[config.mk]
export PLATFORM = sky130hd
export DESIGN_NAME = alu_cmd_ctrl
export DESIGN_NICKNAME = d
export VERILOG_FILES = /design/src/rtl/alu_pkg.sv /design/src/rtl/alu_cmd_ctrl.sv
export SDC_FILE = /design/constraint.sdc
export NUM_CORES = 1
export LEC_CHECK = 0
export CAP_MARGIN = 20
export CORE_UTILIZATION = 42
export DETAILED_ROUTE_END_ITERATION = 10
export GPL_TIMING_DRIVEN = 0
export PLACE_DENSITY_LB_ADDON = 0.25
export SETUP_SLACK_MARGIN = 0.15
export SYNTH_ARGS = -nofsm -noshare
export SYNTH_HDL_FRONTEND = slang
export SYNTH_SLANG_ARGS = --single-unit
[constraint.sdc]
create_clock -name i_clk -period 1.6 [get_ports i_clk]
set_input_delay 0.32 -clock i_clk [delete_from_list [all_inputs] [get_ports i_clk]]
set_output_delay 0.32 -clock i_clk [all_outputs]
set_load 0.02 [all_outputs]
[src/rtl/alu_pkg.sv]
// -----------------------------------------------------------------------------
// alu_pkg
// Shared definitions for the 8-bit ALU and its command-side controller:
//   - opcode encodings (0..7)
//   - bit positions inside the 8-bit ALU flag vector
//   - controller FSM state encoding
// -----------------------------------------------------------------------------
`timescale 1ns/1ps

package alu_pkg;

    // Opcodes
    localparam logic [2:0] OP_ADD   = 3'd0;  // a + b
    localparam logic [2:0] OP_SUBAB = 3'd1;  // a - b
    localparam logic [2:0] OP_SUBBA = 3'd2;  // b - a
    localparam logic [2:0] OP_AND   = 3'd3;
    localparam logic [2:0] OP_OR    = 3'd4;
    localparam logic [2:0] OP_XOR   = 3'd5;
    localparam logic [2:0] OP_NOTA  = 3'd6;
    localparam logic [2:0] OP_CMP   = 3'd7;

    // Flag bit indices; bits 3:2 are always zero
    localparam int unsigned FLG_OVF  = 0;
    localparam int unsigned FLG_ZERO = 1;
    localparam int unsigned FLG_EQ   = 4;
    localparam int unsigned FLG_NE   = 5;
    localparam int unsigned FLG_GTA  = 6;
    localparam int unsigned FLG_GTB  = 7;

    // Controller FSM
    typedef enum logic [1:0] {
        StIdle = 2'd0,
        StExec = 2'd1,
        StResp = 2'd2
    } state_e;

endpackage : alu_pkg

[src/rtl/alu_cmd_ctrl.sv]
// -----------------------------------------------------------------------------
// alu_cmd_ctrl
// Command-side master for the combinational 8-bit ALU. Accepts one
// operand/opcode command over a valid/ready handshake, presents it to the ALU
// from registers for one cycle, captures result and flags, and returns them
// over a valid/ready response channel. One command in flight at a time.
//
// Optional feature macro: ALU_CMD_CTRL_ACC_EN
//   defined   : i_cmd_use_acc=1 replaces i_cmd_a with the last captured result
//   undefined : i_cmd_use_acc is ignored and no accumulator is built
//
// Ports:
//   i_clk, i_rst_n             clock, async active-low reset
//   i_cmd_valid/o_cmd_ready    command handshake
//   i_cmd_a/b/op/use_acc       command payload
//   o_alu_a/b/op               registered ALU operands/opcode
//   i_alu_result/flag          combinational ALU outputs
//   o_rsp_valid/i_rsp_ready    response handshake
//   o_rsp_result/flag          captured ALU result and flags
//   o_ovf_cnt                  saturating count of overflowing results
// -----------------------------------------------------------------------------
`timescale 1ns/1ps

module alu_cmd_ctrl
    import alu_pkg::*;
#(
    parameter int unsigned DW        = 8,
    parameter int unsigned OVF_CNT_W = 8
) (
    input  logic                 i_clk,
    input  logic                 i_rst_n,

    input  logic                 i_cmd_valid,
    output logic                 o_cmd_ready,
    input  logic [DW-1:0]        i_cmd_a,
    input  logic [DW-1:0]        i_cmd_b,
    input  logic [2:0]           i_cmd_op,
    input  logic                 i_cmd_use_acc,

    output logic [DW-1:0]        o_alu_a,
    output logic [DW-1:0]        o_alu_b,
    output logic [2:0]           o_alu_op,
    input  logic [DW-1:0]        i_alu_result,
    input  logic [7:0]           i_alu_flag,

    output logic                 o_rsp_valid,
    input  logic                 i_rsp_ready,
    output logic [DW-1:0]        o_rsp_result,
    output logic [7:0]           o_rsp_flag,
    output logic [OVF_CNT_W-1:0] o_ovf_cnt
);

    state_e                 r_state;
    state_e                 w_state_nxt;

    // Held low through reset so o_cmd_ready only rises on the first clock
    // after release, not combinationally with the release itself.
    logic                   r_out_en;

    logic [DW-1:0]          r_alu_a;
    logic [DW-1:0]          r_alu_b;
    logic [2:0]             r_alu_op;
    logic [DW-1:0]          r_rsp_result;
    logic [7:0]             r_rsp_flag;
    logic [OVF_CNT_W-1:0]   r_ovf_cnt;

    logic                   w_accept;
    logic                   w_capture;
    logic [DW-1:0]          w_op_a;

    // -------------------------------------------------------------------------
    // Operand A selection
    // -------------------------------------------------------------------------
`ifdef ALU_CMD_CTRL_ACC_EN
    logic [DW-1:0] r_acc;

    assign w_op_a = i_cmd_use_acc ? r_acc : i_cmd_a;

    // Loaded for every opcode, so a compare leaves the accumulator at 0.
    always_ff @(posedge i_clk or negedge i_rst_n) begin
        if (!i_rst_n) begin
            r_acc <= '0;
        end else if (w_capture) begin
            r_acc <= i_alu_result;
        end
    end
`else
    logic w_unused_use_acc;

    assign w_unused_use_acc = i_cmd_use_acc;
    assign w_op_a           = i_cmd_a;
`endif

    // -------------------------------------------------------------------------
    // FSM
    // -------------------------------------------------------------------------
    always_ff @(posedge i_clk or negedge i_rst_n) begin
        if (!i_rst_n) begin
            r_state  <= StIdle;
            r_out_en <= 1'b0;
        end else begin
            r_state  <= w_state_nxt;
            r_out_en <= 1'b1;
        end
    end

    always_comb begin
        w_state_nxt = r_state;
        o_cmd_ready = 1'b0;
        o_rsp_valid = 1'b0;
        w_accept    = 1'b0;
        w_capture   = 1'b0;

        unique case (r_state)
            StIdle: begin
                o_cmd_ready = r_out_en;
                w_accept    = r_out_en & i_cmd_valid;
                if (w_accept) begin
                    w_state_nxt = StExec;
                end
            end
            StExec: begin
                w_capture   = 1'b1;
                w_state_nxt = StResp;
            end
            StResp: begin
                o_rsp_valid = 1'b1;
                if (i_rsp_ready) begin
                    w_state_nxt = StIdle;
                end
            end
            default: begin
                w_state_nxt = StIdle;
            end
        endcase
    end

    // -------------------------------------------------------------------------
    // Datapath registers
    // -------------------------------------------------------------------------
    always_ff @(posedge i_clk or negedge i_rst_n) begin
        if (!i_rst_n) begin
            r_alu_a  <= '0;
            r_alu_b  <= '0;
            r_alu_op <= '0;
        end else if (w_accept) begin
            r_alu_a  <= w_op_a;
            r_alu_b  <= i_cmd_b;
            r_alu_op <= i_cmd_op;
        end
    end

    always_ff @(posedge i_clk or negedge i_rst_n) begin
        if (!i_rst_n) begin
            r_rsp_result <= '0;
            r_rsp_flag   <= '0;
        end else if (w_capture) begin
            r_rsp_result <= i_alu_result;
            r_rsp_flag   <= i_alu_flag;
        end
    end

    // Saturating overflow event counter
    always_ff @(posedge i_clk or negedge i_rst_n) begin
        if (!i_rst_n) begin
            r_ovf_cnt <= '0;
        end else if (w_capture && i_alu_flag[FLG_OVF] && !(&r_ovf_cnt)) begin
            r_ovf_cnt <= r_ovf_cnt + 1'b1;
        end
    end

    assign o_alu_a      = r_alu_a;
    assign o_alu_b      = r_alu_b;
    assign o_alu_op     = r_alu_op;
    assign o_rsp_result = r_rsp_result;
    assign o_rsp_flag   = r_rsp_flag;
    assign o_ovf_cnt    = r_ovf_cnt;

endmodule : alu_cmd_ctrl

==> out/results.tsv <==
stage	metric	value	unit
status	outcome	finished clean	
drt	Top Layer Used	met4	
critical_path	CP endpoint kind	output pin	
placed_design	DP HPWL	2940	um
flow_run	max_cap viols	0	
synthesis	register area share after synthesis	59.2	%
global_routing	vias in the first global route	1459	
critical_path	CP top delay family	flip-flops	
floorplanning	Site Rows	24	
drt	1st-iter DRT viols	38	
global_routing	pin count of the biggest net entering global routing	30	
clock_tree	CTS tree	built	
floorplanning	CORE AREA	4410	um2
power	Clock power frac	19.3	%
drt	Post-DRT Antenna Nets	0	
placed_design	pre-CTS setup slack	-0.163	ns
clock_tree	clock sink count	46	
synthesis	Synth Area in Compound Gates	2.64	%
critical_path	WS Path Type	reg -> out	
drt	Detailed Route WL	4040	um
min_path	HP Class	reg -> reg	
drt	first-pass detailed-route iteration total	4	
floorplanning	# IOs	85	
critical_path	WP buf/inv	1	
sta	fin worst setup slack	0.162	ns
synthesis	Netlist cell types	31	
synthesis	Adder-Cell Fraction of Synth Area	0.644	%
power	VDD IR max	0.000795	V
synthesis	Post-Synth XOR/XNOR Area	0.450	%
critical_path	worst path cell trace	nor3b_4, buf_4	
clock_tree	clock-pin slew on the worst setup and hold paths	0.08	ns
global_routing	All-Layer GR Usage	17.4	%
sta	TNS Setup	0	ns
finish	# diodes	0	
drt	met2 WL	2010	um
finish	FF/Latch Area	1160	um2
floorplanning	Initial Util	44.0	%
synthesis	Yosys Warn Count	0	
sta	RSZ-0062 raised after global routing	true	
power	sw frac	33.4	%
sta	final setup vio count	0	
floorplanning	die width	70.0	um
power	sequential fraction of design power	41.5	%
finish	Area Growth Syn to Fin	55.8	%
clock_tree	Worst-Skew Late Latency	0.28	ns
finish	Layout Cells excl Fill	278	
critical_path	slowest stage delay, CP	0.45	ns
power	Logic pwr share	39.1	%
sta	Period Utilization, post-route	89.9	%
power	Cell Pwr Density	1360	nW/um2
synthesis	Mapped Cells	125	
drt	vias per inst	4.96	
floorplanning	Die ar.	4910	um2
sta	Max Slew Vio Count	0	
clock_tree	Bufs on Longest Clock Path	2	
global_routing	total global routing overflow	0	
global_routing	global-route wire length before repair	6770	um
drt	post-route DRC violation count	0	
finish	nets@finish	266	
finish	multi-input logic area	778	um2
finish	FILL cells	328	
clock_tree	# H-tree levels	2	
critical_path	crit path launch type	register	
synthesis	main combinational cell family by area after synthesis	multiplexers	
sta	post-route minimum period	1.44	ns
critical_path	critical path arrival	1.12	ns
synthesis	Simple-Gate Fraction of Synth Area	7.14	%
placed_design	GPL Wtd Cong	0.835	
drt	average routed wire per standard cell	14.5	um
global_routing	initial antenna violation count	0	
drt	M1 wire length	1710	um
synthesis	synthesized cell area	1940	um2
synthesis	register bit total from synthesis	46	
critical_path	slowest CP cell	dfrtp_2	
drt	wire length on met3	230	um
critical_path	Critical Path RT	1.28	ns
power	Int Pwr	2.75	mW
synthesis	syn_area_per_cell	15.6	um2
placed_design	placed insts	261	
sta	clock skew	0.00484	ns
sta	Max Fclk	696	MHz
sta	Fin. Hold Viols	0	
finish	ratio of cells with drive above 1 in the final layout	26.1	%
synthesis	mux share of post-synthesis cell area	26.8	%
critical_path	crit-path max FO	6	
finish	post-layout util	68.6	%
clock_tree	root buffer cell	clkbuf_8	
power	NetSw	1.38	mW
drt	routed via count	1378	
synthesis	syn nets	166	
floorplanning	Die Span Y	70.0	um
placed_design	# port buffers	83	
clock_tree	Num CTS Buffers	5	
power	Static Leak	1.39	nW
## what timing repair did
| action | in CTS | in global routing |
|---|---|---|
| gates cloned | 0 | 0 |
| setup endpoints to repair | 54 | 31 |
| buffers inserted | 5 | 3 |
| pin swaps | 1 | 4 |
| endpoints found under the hold margin | 17 | 0 |
| resized for setup | 56 | 13 |
| hold buffers | 1 | 0 |
## logic make-up (layout without fill, tap and decap cells)
kind of cell               Yosys count  count (layout)
xor gates and xnor gates             1               1
AOI/OAI and AO/OA                    7               7
adders and majority gates            1               1
buffers and inverters                7             108
and+or+nand+nor                     22              22
other                                1               1
muxes                               40              40
DFF                                 46              46
## sequential cells by signal, summed over array words and instances (netlist names)
register and cells:
o_alu_a 8, o_alu_b 8, o_alu_op 3, o_ovf_cnt 8, o_rsp_flag 8, o_rsp_result 8
r_out_en 1, r_state 2
## cell usage in the layout, fill, tap and decap left out, drive strengths merged
master	synthesis	routed
dfrtp	46	46
dlygate4sd2	0	41
mux2	39	39
clkdlybuf4s50	0	37
buf	4	15
clkbuf	0	11
nand2	7	7
nand2b	3	3
inv	3	3
nand4	2	2
o21ai	2	2
o31ai	2	2
nor3b	1	1
nand3b	1	1
nand4b	1	1
nand3	1	1
nor3	1	1
and4	1	1
a2111oi	1	1
a21boi	1	1
nor2	1	1
and3b	1	1
a21oi	1	1
mux2i	1	1
xnor2	1	1
and2	1	1
nor4	1	1
ha	1	1
dlygate4sd3	0	1
conb	1	1
## final timing paths
path | from | endpoint | slack [ns] | cells past startpoint
min in group asynchronous | i_rst_n | o_ovf_cnt[6] | 0.49 | 2
setup reg to reg | r_state[1] | o_alu_b[4] | 0.17 | 4
max in group asynchronous | i_rst_n | r_state[0] | 0.61 | 3
setup / recovery | r_state[1] | o_cmd_ready | 0.16 | 2
hold reg to reg | o_rsp_flag[0] | o_rsp_flag[0] | 0.48 | 2
hold / removal | o_rsp_flag[0] | o_rsp_flag[0] | 0.48 | 2
## worst register-to-register path: stages (launching register included)
cell and delay, ns:
dfrtp_2 0.45, nor3b_4 0.21, and2_4 0.20, buf_12 0.15
mux2_4 0.31
## power groups by stage
| stage | clock network [mW] | registers [mW] | logic [mW] |
|---|---|---|---|
| after floorplan | 0 | 2.11 | 0.459 |
| after global placement | 0 | 1.73 | 1.69 |
| after detailed placement | 0 | 1.74 | 1.72 |
| after CTS | 0.821 | 1.71 | 1.53 |
| after global routing | 0.879 | 1.77 | 1.71 |
| final | 0.797 | 1.71 | 1.61 |
## metrics by stage
step | hold slack, ns | cell area [um2] | total power [mW]
floorplan | 0.0244 | 1950 | 2.57
global placement | 0.465 | 2850 | 3.42
detailed placement | 0.281 | 2860 | 3.46
CTS | 0.486 | 2980 | 4.06
global route | 0.514 | 3030 | 4.36
finish | 0.482 | 3030 | 4.12
## routing by layer
metal / vias to the layer above / track usage, %
li1: 640 / -
met1: 672 / 21.4
met2: 55 / 29.4
met3: 11 / 4.47
met4: 0 / 6.67
met5: - / 0
## synthesized netlist by cell type
library cell | number | area (um2)
a2111oi_0 | 1 | 8.76
a21boi_1 | 1 | 7.51
a21oi_1 | 1 | 5.00
and2_4 | 1 | 8.76
and3b_1 | 1 | 8.76
and4_1 | 1 | 8.76
buf_2 | 1 | 5.00
buf_6 | 1 | 11.3
buf_8 | 2 | 30.0
conb_1 | 1 | 3.75
dfrtp_1 | 46 | 1150
ha_1 | 1 | 12.5
inv_1 | 3 | 11.3
mux2_1 | 18 | 203
mux2_2 | 2 | 22.5
mux2_4 | 19 | 285
mux2i_1 | 1 | 10.0
nand2_1 | 7 | 26.3
nand2b_1 | 3 | 18.8
nand3_1 | 1 | 5.00
nand3b_1 | 1 | 7.51
nand4_1 | 2 | 12.5
nand4b_1 | 1 | 8.76
nor2_1 | 1 | 3.75
nor3_1 | 1 | 5.00
nor3b_2 | 1 | 12.5
nor4_2 | 1 | 12.5
o21ai_0 | 2 | 10.0
o31ai_1 | 1 | 7.51
o31ai_2 | 1 | 12.5
xnor2_1 | 1 | 8.76
## cell type report
cell class	count	area share (%)
Multi-Input combinational cell	72	25.7
Sequential cell	46	38.2
Buffer	4	1.94
Tap cell	52	2.15
Clock buffer	8	3.63
Inverter	3	0.372
Timing Repair Buffer	93	28.0
Note: power is estimated with default switching activity, not from simulation.
